### src/rtl/wb_pkg.sv
// rtl/wb_pkg.sv - ecode constants, exception bit indices, csr_op encodings, state type and MEM->WB bus layout
package wb_pkg;

   localparam logic [5:0] ECODE_INT  = 6'h00;
   localparam logic [5:0] ECODE_ADEF = 6'h08;
   localparam logic [5:0] ECODE_ALE  = 6'h09;
   localparam logic [5:0] ECODE_SYS  = 6'h0B;
   localparam logic [5:0] ECODE_BRK  = 6'h0C;
   localparam logic [5:0] ECODE_INE  = 6'h0D;

   // exc field order on the bus is {ale, brk, sys, ine, adef}
   localparam int EXC_ADEF = 0;
   localparam int EXC_INE  = 1;
   localparam int EXC_SYS  = 2;
   localparam int EXC_BRK  = 3;
   localparam int EXC_ALE  = 4;

   localparam logic [1:0] CSR_OP_NONE = 2'b00;
   localparam logic [1:0] CSR_OP_RD   = 2'b01;
   localparam logic [1:0] CSR_OP_WR   = 2'b10;
   localparam logic [1:0] CSR_OP_XCHG = 2'b11;

   typedef enum logic {
      ST_RUN        = 1'b0,
      ST_FLUSH_WAIT = 1'b1
   } ws_state_e;

   localparam int MS_BUS_W = 188;
   localparam int RF_BUS_W = 38;

   localparam int OFF_PC         = 0;
   localparam int OFF_VADDR      = 32;
   localparam int OFF_RF_WDATA   = 64;
   localparam int OFF_RF_WADDR   = 96;
   localparam int OFF_RF_WE      = 101;
   localparam int OFF_CSR_WVALUE = 102;
   localparam int OFF_CSR_WMASK  = 134;
   localparam int OFF_CSR_NUM    = 166;
   localparam int OFF_CSR_OP     = 180;
   localparam int OFF_ERTN       = 182;
   localparam int OFF_EXC        = 183;

endpackage

### src/rtl/wb_exc_prio.sv
// rtl/wb_exc_prio.sv - fixed-priority exception cause selection for WB
module wb_exc_prio
   import wb_pkg::*;
(
   input  logic [4:0] exc,
   input  logic       has_int,
   output logic       any_cause,
   output logic [5:0] ecode,
   output logic [8:0] esubcode
);

   always_comb begin
      ecode = ECODE_INT;
      if (has_int)             ecode = ECODE_INT;
      else if (exc[EXC_ADEF])  ecode = ECODE_ADEF;
      else if (exc[EXC_INE])   ecode = ECODE_INE;
      else if (exc[EXC_SYS])   ecode = ECODE_SYS;
      else if (exc[EXC_BRK])   ecode = ECODE_BRK;
      else if (exc[EXC_ALE])   ecode = ECODE_ALE;
   end

   assign any_cause = has_int | (|exc);
   assign esubcode  = 9'd0;

endmodule

### src/rtl/wb_exc_commit.sv
// rtl/wb_exc_commit.sv - LoongArch WB stage: exception/ertn commit, CSR access, held front-end redirect; WB_EXC_COUNT_EN adds exc_cnt
module wb_exc_commit
   import wb_pkg::*;
#(
   parameter int INT_W = 13
)(
   input  logic                clk,
   input  logic                reset,
   input  logic                ms_valid,
   input  logic [MS_BUS_W-1:0] ms_to_ws_bus,
   output logic                ws_allowin,
   input  logic                csr_crmd_ie,
   input  logic [INT_W-1:0]    csr_estat_is,
   input  logic [INT_W-1:0]    csr_ecfg_lie,
   input  logic [31:0]         csr_eentry,
   input  logic [31:0]         csr_era,
   input  logic [31:0]         csr_rvalue,
   output logic                csr_re,
   output logic [13:0]         csr_num,
   output logic                csr_we,
   output logic [31:0]         csr_wmask,
   output logic [31:0]         csr_wvalue,
   output logic                wb_ex,
   output logic [5:0]          wb_ecode,
   output logic [8:0]          wb_esubcode,
   output logic [31:0]         wb_pc,
   output logic [31:0]         wb_vaddr,
   output logic                ertn_flush,
   output logic [RF_BUS_W-1:0] ws_to_rf_bus,
   output logic                flush_valid,
   output logic [31:0]         flush_target,
   input  logic                flush_ack,
   output logic                ws_csr_block,
   output logic [31:0]         exc_cnt
);

   ws_state_e           state, state_nxt;
   logic                ws_valid;
   logic [MS_BUS_W-1:0] ws_bus;

   logic [4:0]  f_exc;
   logic        f_ertn;
   logic [1:0]  f_csr_op;
   logic [13:0] f_csr_num;
   logic [31:0] f_csr_wmask, f_csr_wvalue, f_rf_wdata, f_vaddr, f_pc;
   logic        f_rf_we;
   logic [4:0]  f_rf_waddr;

   assign f_exc        = ws_bus[OFF_EXC +: 5];
   assign f_ertn       = ws_bus[OFF_ERTN];
   assign f_csr_op     = ws_bus[OFF_CSR_OP +: 2];
   assign f_csr_num    = ws_bus[OFF_CSR_NUM +: 14];
   assign f_csr_wmask  = ws_bus[OFF_CSR_WMASK +: 32];
   assign f_csr_wvalue = ws_bus[OFF_CSR_WVALUE +: 32];
   assign f_rf_we      = ws_bus[OFF_RF_WE];
   assign f_rf_waddr   = ws_bus[OFF_RF_WADDR +: 5];
   assign f_rf_wdata   = ws_bus[OFF_RF_WDATA +: 32];
   assign f_vaddr      = ws_bus[OFF_VADDR +: 32];
   assign f_pc         = ws_bus[OFF_PC +: 32];

   logic       has_int, any_cause, commit_ertn, take_flush, csr_ok;
   logic [5:0] prio_ecode;
   logic [8:0] prio_esub;

   // ws_valid is only ever set in RUN, so gating by it also confines sampling to RUN
   assign has_int = ws_valid & csr_crmd_ie & (|(csr_estat_is & csr_ecfg_lie));

   wb_exc_prio u_prio (
      .exc       (f_exc & {5{ws_valid}}),
      .has_int   (has_int),
      .any_cause (any_cause),
      .ecode     (prio_ecode),
      .esubcode  (prio_esub)
   );

   assign commit_ertn = ws_valid & f_ertn & ~any_cause;
   assign take_flush  = any_cause | commit_ertn;
   assign csr_ok      = ws_valid & ~any_cause;

   always_comb begin
      state_nxt = state;
      case (state)
         ST_RUN:        if (take_flush) state_nxt = ST_FLUSH_WAIT;
         ST_FLUSH_WAIT: if (flush_ack)  state_nxt = ST_RUN;
         default:       state_nxt = ST_RUN;
      endcase
   end

   always_ff @(posedge clk or posedge reset) begin
      if (reset) state <= ST_RUN;
      else       state <= state_nxt;
   end

   // an instruction arriving on the commit edge is younger than the flush and is killed
   always_ff @(posedge clk or posedge reset) begin
      if (reset) begin
         ws_valid <= 1'b0;
         ws_bus   <= '0;
      end else begin
         ws_valid <= (state == ST_RUN) & ms_valid & ~take_flush;
         if (ms_valid) ws_bus <= ms_to_ws_bus;
      end
   end

   always_ff @(posedge clk or posedge reset) begin
      if (reset)           flush_target <= 32'd0;
      else if (take_flush) flush_target <= any_cause ? csr_eentry : csr_era;
   end

   assign ws_allowin   = 1'b1;
   assign flush_valid  = (state == ST_FLUSH_WAIT);
   assign ws_csr_block = (ws_valid & (f_csr_op[1] | f_ertn | any_cause)) | (state == ST_FLUSH_WAIT);

   assign wb_ex       = any_cause;
   assign wb_ecode    = any_cause ? prio_ecode : 6'd0;
   assign wb_esubcode = any_cause ? prio_esub  : 9'd0;
   assign wb_pc       = ws_valid ? f_pc    : 32'd0;
   assign wb_vaddr    = ws_valid ? f_vaddr : 32'd0;
   assign ertn_flush  = commit_ertn;

   assign csr_num    = ws_valid ? f_csr_num : 14'd0;
   assign csr_re     = csr_ok & (f_csr_op != CSR_OP_NONE);
   assign csr_we     = csr_ok & f_csr_op[1];
   assign csr_wmask  = !csr_we ? 32'd0 : (f_csr_op == CSR_OP_WR) ? 32'hFFFF_FFFF : f_csr_wmask;
   assign csr_wvalue = csr_we ? f_csr_wvalue : 32'd0;

   assign ws_to_rf_bus = {csr_ok & f_rf_we,
                          ws_valid ? f_rf_waddr : 5'd0,
                          !ws_valid ? 32'd0 : (f_csr_op != CSR_OP_NONE) ? csr_rvalue : f_rf_wdata};

`ifdef WB_EXC_COUNT_EN
   logic [31:0] exc_cnt_q;
   always_ff @(posedge clk or posedge reset) begin
      if (reset)          exc_cnt_q <= 32'd0;
      else if (any_cause) exc_cnt_q <= exc_cnt_q + 32'd1;
   end
   assign exc_cnt = exc_cnt_q;
`else
   assign exc_cnt = 32'd0;
`endif

endmodule

### config.mk
export PLATFORM = sky130hd
export DESIGN_NAME = wb_exc_commit
export DESIGN_NICKNAME = d
export VERILOG_FILES = /design/src/rtl/wb_pkg.sv /design/src/rtl/wb_exc_prio.sv /design/src/rtl/wb_exc_commit.sv
export SDC_FILE = /design/constraint.sdc
export NUM_CORES = 1
export LEC_CHECK = 0
export ABC_AREA = 1
export BUFFER_PORTS_ARGS = -buffer_cell sky130_fd_sc_hd__buf_2
export CORE_AREA = 2 2 225 227
export DETAILED_ROUTE_END_ITERATION = 7
export DIE_AREA = 0 0 227 229
export SYNTH_ARGS = -nofsm -noshare
export SYNTH_HDL_FRONTEND = slang
export SYNTH_SLANG_ARGS = --single-unit
### constraint.sdc
create_clock -name clk -period 10.98 [get_ports clk]
set_clock_uncertainty 0.1 [all_clocks]
set_input_delay 1.098 -clock clk [delete_from_list [all_inputs] [get_ports clk]]
set_output_delay 1.098 -clock clk [all_outputs]
set_load 0.005 [all_outputs]
==> results.py, run 1 <==
metrics = {
    "run_status": {
        "status": "finished clean",
    },
    "yosys": {
        "synthCells": 1482,
        "syn_area_sq_um": 11000,
        "ys.flop_type": "dfrtp_1",
        "yosysUniqueCellTypes": 22,
        "yosys_warnings": 0,
        "ys_async_sr_fraction_pct": 100,
        "synth.avg_cell_area_sq_um": 7.41,
        "synth_top_cell_by_area": "dfrtp_1",
        "ys_seq_area_share_pct": 50.6,
        "synth-seq-cells": 222,
        "synth_edf_count": 0,
        "synthTopCellsByArea": "dfrtp_1 (51%), nand2_1 (22%), inv_1 (4.4%)",
        "synth_top_area_share_pct": 50.6,
    },
    "finish": {
        "fillCellCount": 5458,
        "final_common_cell": "nand2_1",
        "multi_input_area_sq_um": 4330,
        "fin_area_sq_um": 14900,
        "layout_common_cells": "nand2_1 (640), buf_2 (535), dfrtp_1 (221)",
        "area_growth_pct": 35.9,
        "drive_gt1_share_pct": 32.8,
        "regArea_sq_um": 5560,
        "nNetsFinal": 2279,
    },
    "clock_network": {
        "path_clk_slew_ns": 0.06,
        "cts_made_buffers": 27,
        "root_buffer": "clkbuf_16",
        "cts_tree": "done",
        "clk_latency_ns": 0.57,
        "post_cts_resized": 0,
        "clockBufferDepth": 3,
        "holdBufCountCts": 0,
        "cts_htree_levels": 1,
        "clock_sinks": 222,
        "post_cts_buffers": 0,
    },
    "sta": {
        "slew_violations": 0,
        "clock.fmax_mhz": 190,
        "tns_ns": 0,
        "slew_headroom_pct": 31.3,
        "rsz0062_at_grt": "no",
        "hold_viol_final": 0,
        "worstMarginPinSlew_ns": 1.03,
        "fin_crit_sh_pct": 48.0,
        "final-setup-viol-count": 0,
        "fin_crit_ns": 5.27,
    },
    "routing": {
        "routed_wirelength_mm": 38.4,
        "drt_iter0_drc": 572,
        "ant_nets": 0,
        "drt-wirelength-per-cell_um": 14.4,
        "via_count": 11020,
        "drt_pre_antenna_iters": 5,
        "viasPerCell": 4.14,
        "drc": 0,
    },
    "global_routing": {
        "grt_usage_pct": 13.9,
        "grt_max_degree": 93,
        "first_global_vias": 10528,
        "grt_pass1_wl_mm": 57.1,
        "grt-ovfl-total": 0,
        "antenna_found_initial": 6,
    },
    "worst_hold_path": {
        "hold_end": "ws_bus[1]",
        "hold_start": "ws_bus[1]",
        "hp-class": "flip-flop to flip-flop",
        "whs_path_depth": 2,
    },
    "die": {
        "rows": 82,
        "die_y_um": 229,
        "start_util_pct": 22.1,
        "dieArea_sq_um": 52000,
        "die_x_um": 227,
        "core-area_sq_um": 49700,
        "io_pins": 581,
    },
    "pwr": {
        "pwr-share-seq_pct": 37.0,
        "power.density_nw_per_um2": 186,
        "internal-power_mw": 1.80,
        "switching_share_pct": 35.3,
        "p_sw_mw": 0.981,
        "pwr-share-clk_pct": 32.6,
        "leakage_nw": 9.10,
        "combPwrFrac_pct": 30.5,
        "irDropWorstVdd_v": 0.0000996,
    },
    "critical_path": {
        "critical_path_arrival_ns": 4.07,
        "crit_start": "ws_valid",
        "rr_startpoint": "ws_valid",
        "reg2reg_to": "flush_target[6]",
        "crit_path_max_fanout": 90,
        "worst_ep_required_time_ns": 9.78,
        "end_kind": "output port",
        "r2r_slack_ns": 7.69,
        "path_class": "flip-flop to output port",
        "rr_worst_depth": 9,
        "startpoint_type": "flip-flop",
    },
    "place": {
        "dpl_cell_area_sq_um": 14000,
        "port_buffers": 536,
        "place_congestion": 0.869,
        "hpwlAfterDp_mm": 28.5,
    },
    "job": {
        "maxCapViolCount": 0,
    },
}
## registers in the layout, summed over array words and instances, names as in the netlist
name,cells
ws_valid,1
flush_target,32
ws_bus,188
flush_valid,1
## worst max-delay path by stage
stage                           end  slack (ns)  cells after the start
global placement       csr_wmask[3]        6.39                      9
finish                 csr_wmask[8]        5.71                      9
CTS                    csr_wmask[8]        5.65                      9
global route           csr_wmask[9]        5.37                      9
detailed placement     csr_wmask[8]        6.29                      9
floorplan           flush_target[0]        3.70                      1
## cell families (layout without fill, tap and decap cells)
logic type	after synthesis	after routing	synth area share [%]
AO/OA/AOI/OAI	73	73	3.37
other	2	46	0.0684
buffers and inverters	270	731	11.5
AND/OR/NAND/NOR	915	915	34.5
flip-flops	222	222	50.6
## critical path: stages, from the launching register on
cell and delay (ns):
dfrtp_4 0.63, buf_4 0.75, nand2_1 0.24, nand3_2 0.16
nor2_4 0.03, buf_4 0.29, nand4_1 0.20, buf_4 0.70
nor2_1 0.09, buf_2 0.17
## through the flow
| stage | power [mW] | std cells | utilization (%) | worst slack, ns | hold slack (ns) |
|---|---|---|---|---|---|
| after CTS | 2.83 | 2657 | 30.0 | 5.65 | 0.373 |
| after global routing | 2.97 | 2659 | 30.1 | 5.37 | 0.382 |
| after global placement | 1.89 | 2607 | 28.2 | 6.39 | 0.354 |
| after detailed placement | 1.90 | 2607 | 28.2 | 6.29 | 0.358 |
| after floorplan | 1.53 | 1524 | - | 3.70 | 0.342 |
| final | 2.78 | 2659 | 30.1 | 5.71 | 0.368 |
## power by group through the flow
stage | Combinational [mW] | Sequential, mW | Clock [mW]
CTS | 0.867 | 1.03 | 0.940
global route | 0.960 | 1.04 | 0.968
finish | 0.847 | 1.03 | 0.906
global placement | 0.852 | 1.04 | 0
floorplan | 0.509 | 1.02 | 0
detailed placement | 0.863 | 1.04 | 0
## metal layers
metal	track usage [%]	vias up	part of all wire, %	wire length [um]
met1	16.8	5087	40	15400
met4	5.64	8	4.2	1590
li1	-	5382	-	-
met3	2.89	73	7.2	2750
met2	24.0	470	48	18600
met5	0	-	0.13	51
## cells in the mapped netlist, types with 3 or more instances
cell type	instances
clkbuf_1	58
nor2_2	49
buf_2	24
o21ai_0	70
nand3_1	35
nand4_1	65
buf_6	6
nand2_2	3
buf_4	46
nand2_1	640
buf_1	4
nor2_1	119
dfrtp_1	222
inv_1	130
## final cells by class
type                       count  area share, %
sequential                   222           37.2
multi-input combinational   1032           29.0
timing repair buffer         549           18.7
tap                          672           5.63
clock buffer                  40           5.26
inverter                     132           3.39
clock inverter                10          0.805
antenna                        2         0.0335
No activity file was read; power rests on OpenSTA's default activity.
==> inputs of run 2 (changes only) <==
==> constraint.sdc (replaced) <==
create_clock -name clk -period 4.4 [get_ports clk]
set_clock_uncertainty 0.1 [all_clocks]
set_input_delay 0.44 -clock clk [delete_from_list [all_inputs] [get_ports clk]]
set_output_delay 0.44 -clock clk [all_outputs]
set_load 0.005 [all_outputs]
==> run 2 against run 1 <==
  * The run now ends with hold timing left
  * Non-clock buffer count rose by 194
  * Final area rose by 13%
  * Via count rose by 7.9%
  * Total power rose to 2.6 times the previous value
  * Worst hold slack got worse by 0.37 ns
  * Sequential power rose to 2.5 times the previous value
  * First-iteration DRC count rose by 11%
  * Count of clock-buffer cells in the layout rose by 3
  * Die area did not move
  * Critical path type unchanged
  * Largest cell class unchanged
==> results.py, run 2 (synthesis results as in run 1) <==
metrics = {
    "job": {
        "maxCapViolCount": 0,
    },
    "die": {
        "dieArea_sq_um": 52000,
        "die_y_um": 229,
        "core-area_sq_um": 49700,
        "rows": 82,
        "start_util_pct": 22.1,
        "die_x_um": 227,
        "io_pins": 581,
    },
    "critical_path": {
        "startpoint_type": "flip-flop",
        "path_buf_inv": 3,
        "path_common_cell": "buf_4",
        "path_cells": "buf_4, nand4_1, buf_4, nor2_1, buf_2",
        "crit_path_max_fanout": 68,
        "worst_ep_required_time_ns": 3.86,
        "critical_path_arrival_ns": 3.16,
        "end_kind": "output port",
        "cpLargestDelayFamily": "buffers and inverters",
        "max_stage_delay_ns": 0.82,
        "slowest_stage": "dfrtp_4",
        "path_class": "flip-flop to output port",
    },
    "sta": {
        "fin_ws_ns": 0.698,
        "worstMarginPinSlew_ns": 1.13,
        "slew_violations": 0,
        "final-setup-viol-count": 0,
        "hold_viol_final": 2,
        "clock.fmax_mhz": 270,
        "tns_ns": 0,
        "fin_crit_sh_pct": 84.1,
        "fin_crit_ns": 3.70,
        "rsz0062_at_grt": "no",
        "whs_ns": -0.00414,
        "slew_headroom_pct": 24.5,
    },
    "place": {
        "place_ws_ns": 1.24,
        "place_congestion": 0.847,
        "port_buffers": 536,
        "dpl_cell_area_sq_um": 14100,
        "hpwlAfterDp_mm": 29.0,
    },
    "routing": {
        "routed_wirelength_mm": 41.6,
        "via_count": 11896,
        "drt_pre_antenna_iters": 7,
        "drt_iter0_drc": 636,
        "drc": 0,
        "drt-wirelength-per-cell_um": 14.6,
        "ant_nets": 0,
        "viasPerCell": 4.17,
    },
    "clock_network": {
        "root_buffer": "clkbuf_16",
        "cts_tree": "done",
        "holdBufCountCts": 191,
        "clk_latency_ns": 0.55,
        "post_cts_buffers": 0,
        "clockBufferDepth": 3,
        "path_clk_slew_ns": 0.06,
        "post_cts_resized": 0,
        "clock_sinks": 222,
        "cts_htree_levels": 1,
        "cts_made_buffers": 28,
    },
    "finish": {
        "area_growth_pct": 54.0,
        "fin_area_sq_um": 16900,
        "final_core_util_pct": 34.1,
        "top_regs": "ws_bus (188), flush_target (32)",
        "regMostFlops": "ws_bus",
        "largest_reg_flops": 188,
        "fillCellCount": 5232,
        "nNetsFinal": 2474,
        "layout_common_cells": "nand2_1 (640), buf_2 (535), dfrtp_1 (221)",
        "final_common_cell": "nand2_1",
        "drive_gt1_share_pct": 30.0,
    },
    "global_routing": {
        "antenna_found_initial": 5,
        "grt_usage_pct": 15.2,
        "grt_max_degree": 97,
        "first_global_vias": 11853,
        "grt-ovfl-total": 0,
        "grt_pass1_wl_mm": 62.3,
    },
    "pwr": {
        "power.density_nw_per_um2": 420,
        "leakage_nw": 9.92,
        "irDropWorstVdd_v": 0.000205,
    },
    "run_status": {
        "status": "finished, violations left",
        "failed_checks": "hold timing",
    },
    "worst_hold_path": {
        "hp-class": "input port to asynchronous set/reset pin",
    },
}
[run 2: final timing paths]
| path | start | endpoint | slack, ns | cells after the start |
|---|---|---|---|---|
| max | ws_valid | csr_wmask[3] | 0.70 | 5 |
| min reg2reg | ws_bus[55] | ws_bus[55] | 0.37 | 2 |
| max reg2reg | ws_valid | flush_target[16] | 1.39 | 5 |
| max in group asynchronous | reset | ws_bus[1] | 3.21 | 3 |
| min | reset | ws_bus[87] | -0.004 | 2 |
| min in group clk | ms_to_ws_bus[94] | ws_bus[94] | 0.03 | 3 |
[run 2: area by class of cell]
type	count	area [sq um]	area share [%]
Sequential cell	222	5560	32.9
Timing Repair Buffer	743	4760	28.1
Multi-Input combinational cell	1032	4330	25.6
Clock buffer	43	868	5.13
Tap cell	672	841	4.97
Inverter	132	502	2.97
Clock inverter	4	51.3	0.303
Antenna cell	3	7.51	0.0444
[run 2: power by group]
group	internal, mW	total [mW]	leakage (nW)	switching, mW
sequential	2.36	2.61	2.70	0.246
combinational	0.894	2.24	6.77	1.34
clock	1.40	2.27	0.450	0.867
total	4.65	7.11	9.92	2.46
[run 2: metrics by stage]
stage / hold WS (ns) / power [mW] / instances
after CTS: 0.000140 / 7.22 / 2848
after global routing: 0.0140 / 7.59 / 2851
after floorplan: 0.342 / 3.81 / 1524
final: -0.00414 / 7.11 / 2851
after global placement: 0.353 / 4.72 / 2610
after detailed placement: 0.359 / 4.76 / 2610
[run 2: layer usage]
metal / up-vias / track usage (%) / share of wire [%]
met4: 4 / 7.48 / 4.7
met1: 5536 / 16.7 / 38
met5: - / 0 / 0.065
met2: 515 / 28.1 / 51
li1: 5764 / - / -
met3: 77 / 2.26 / 6.5
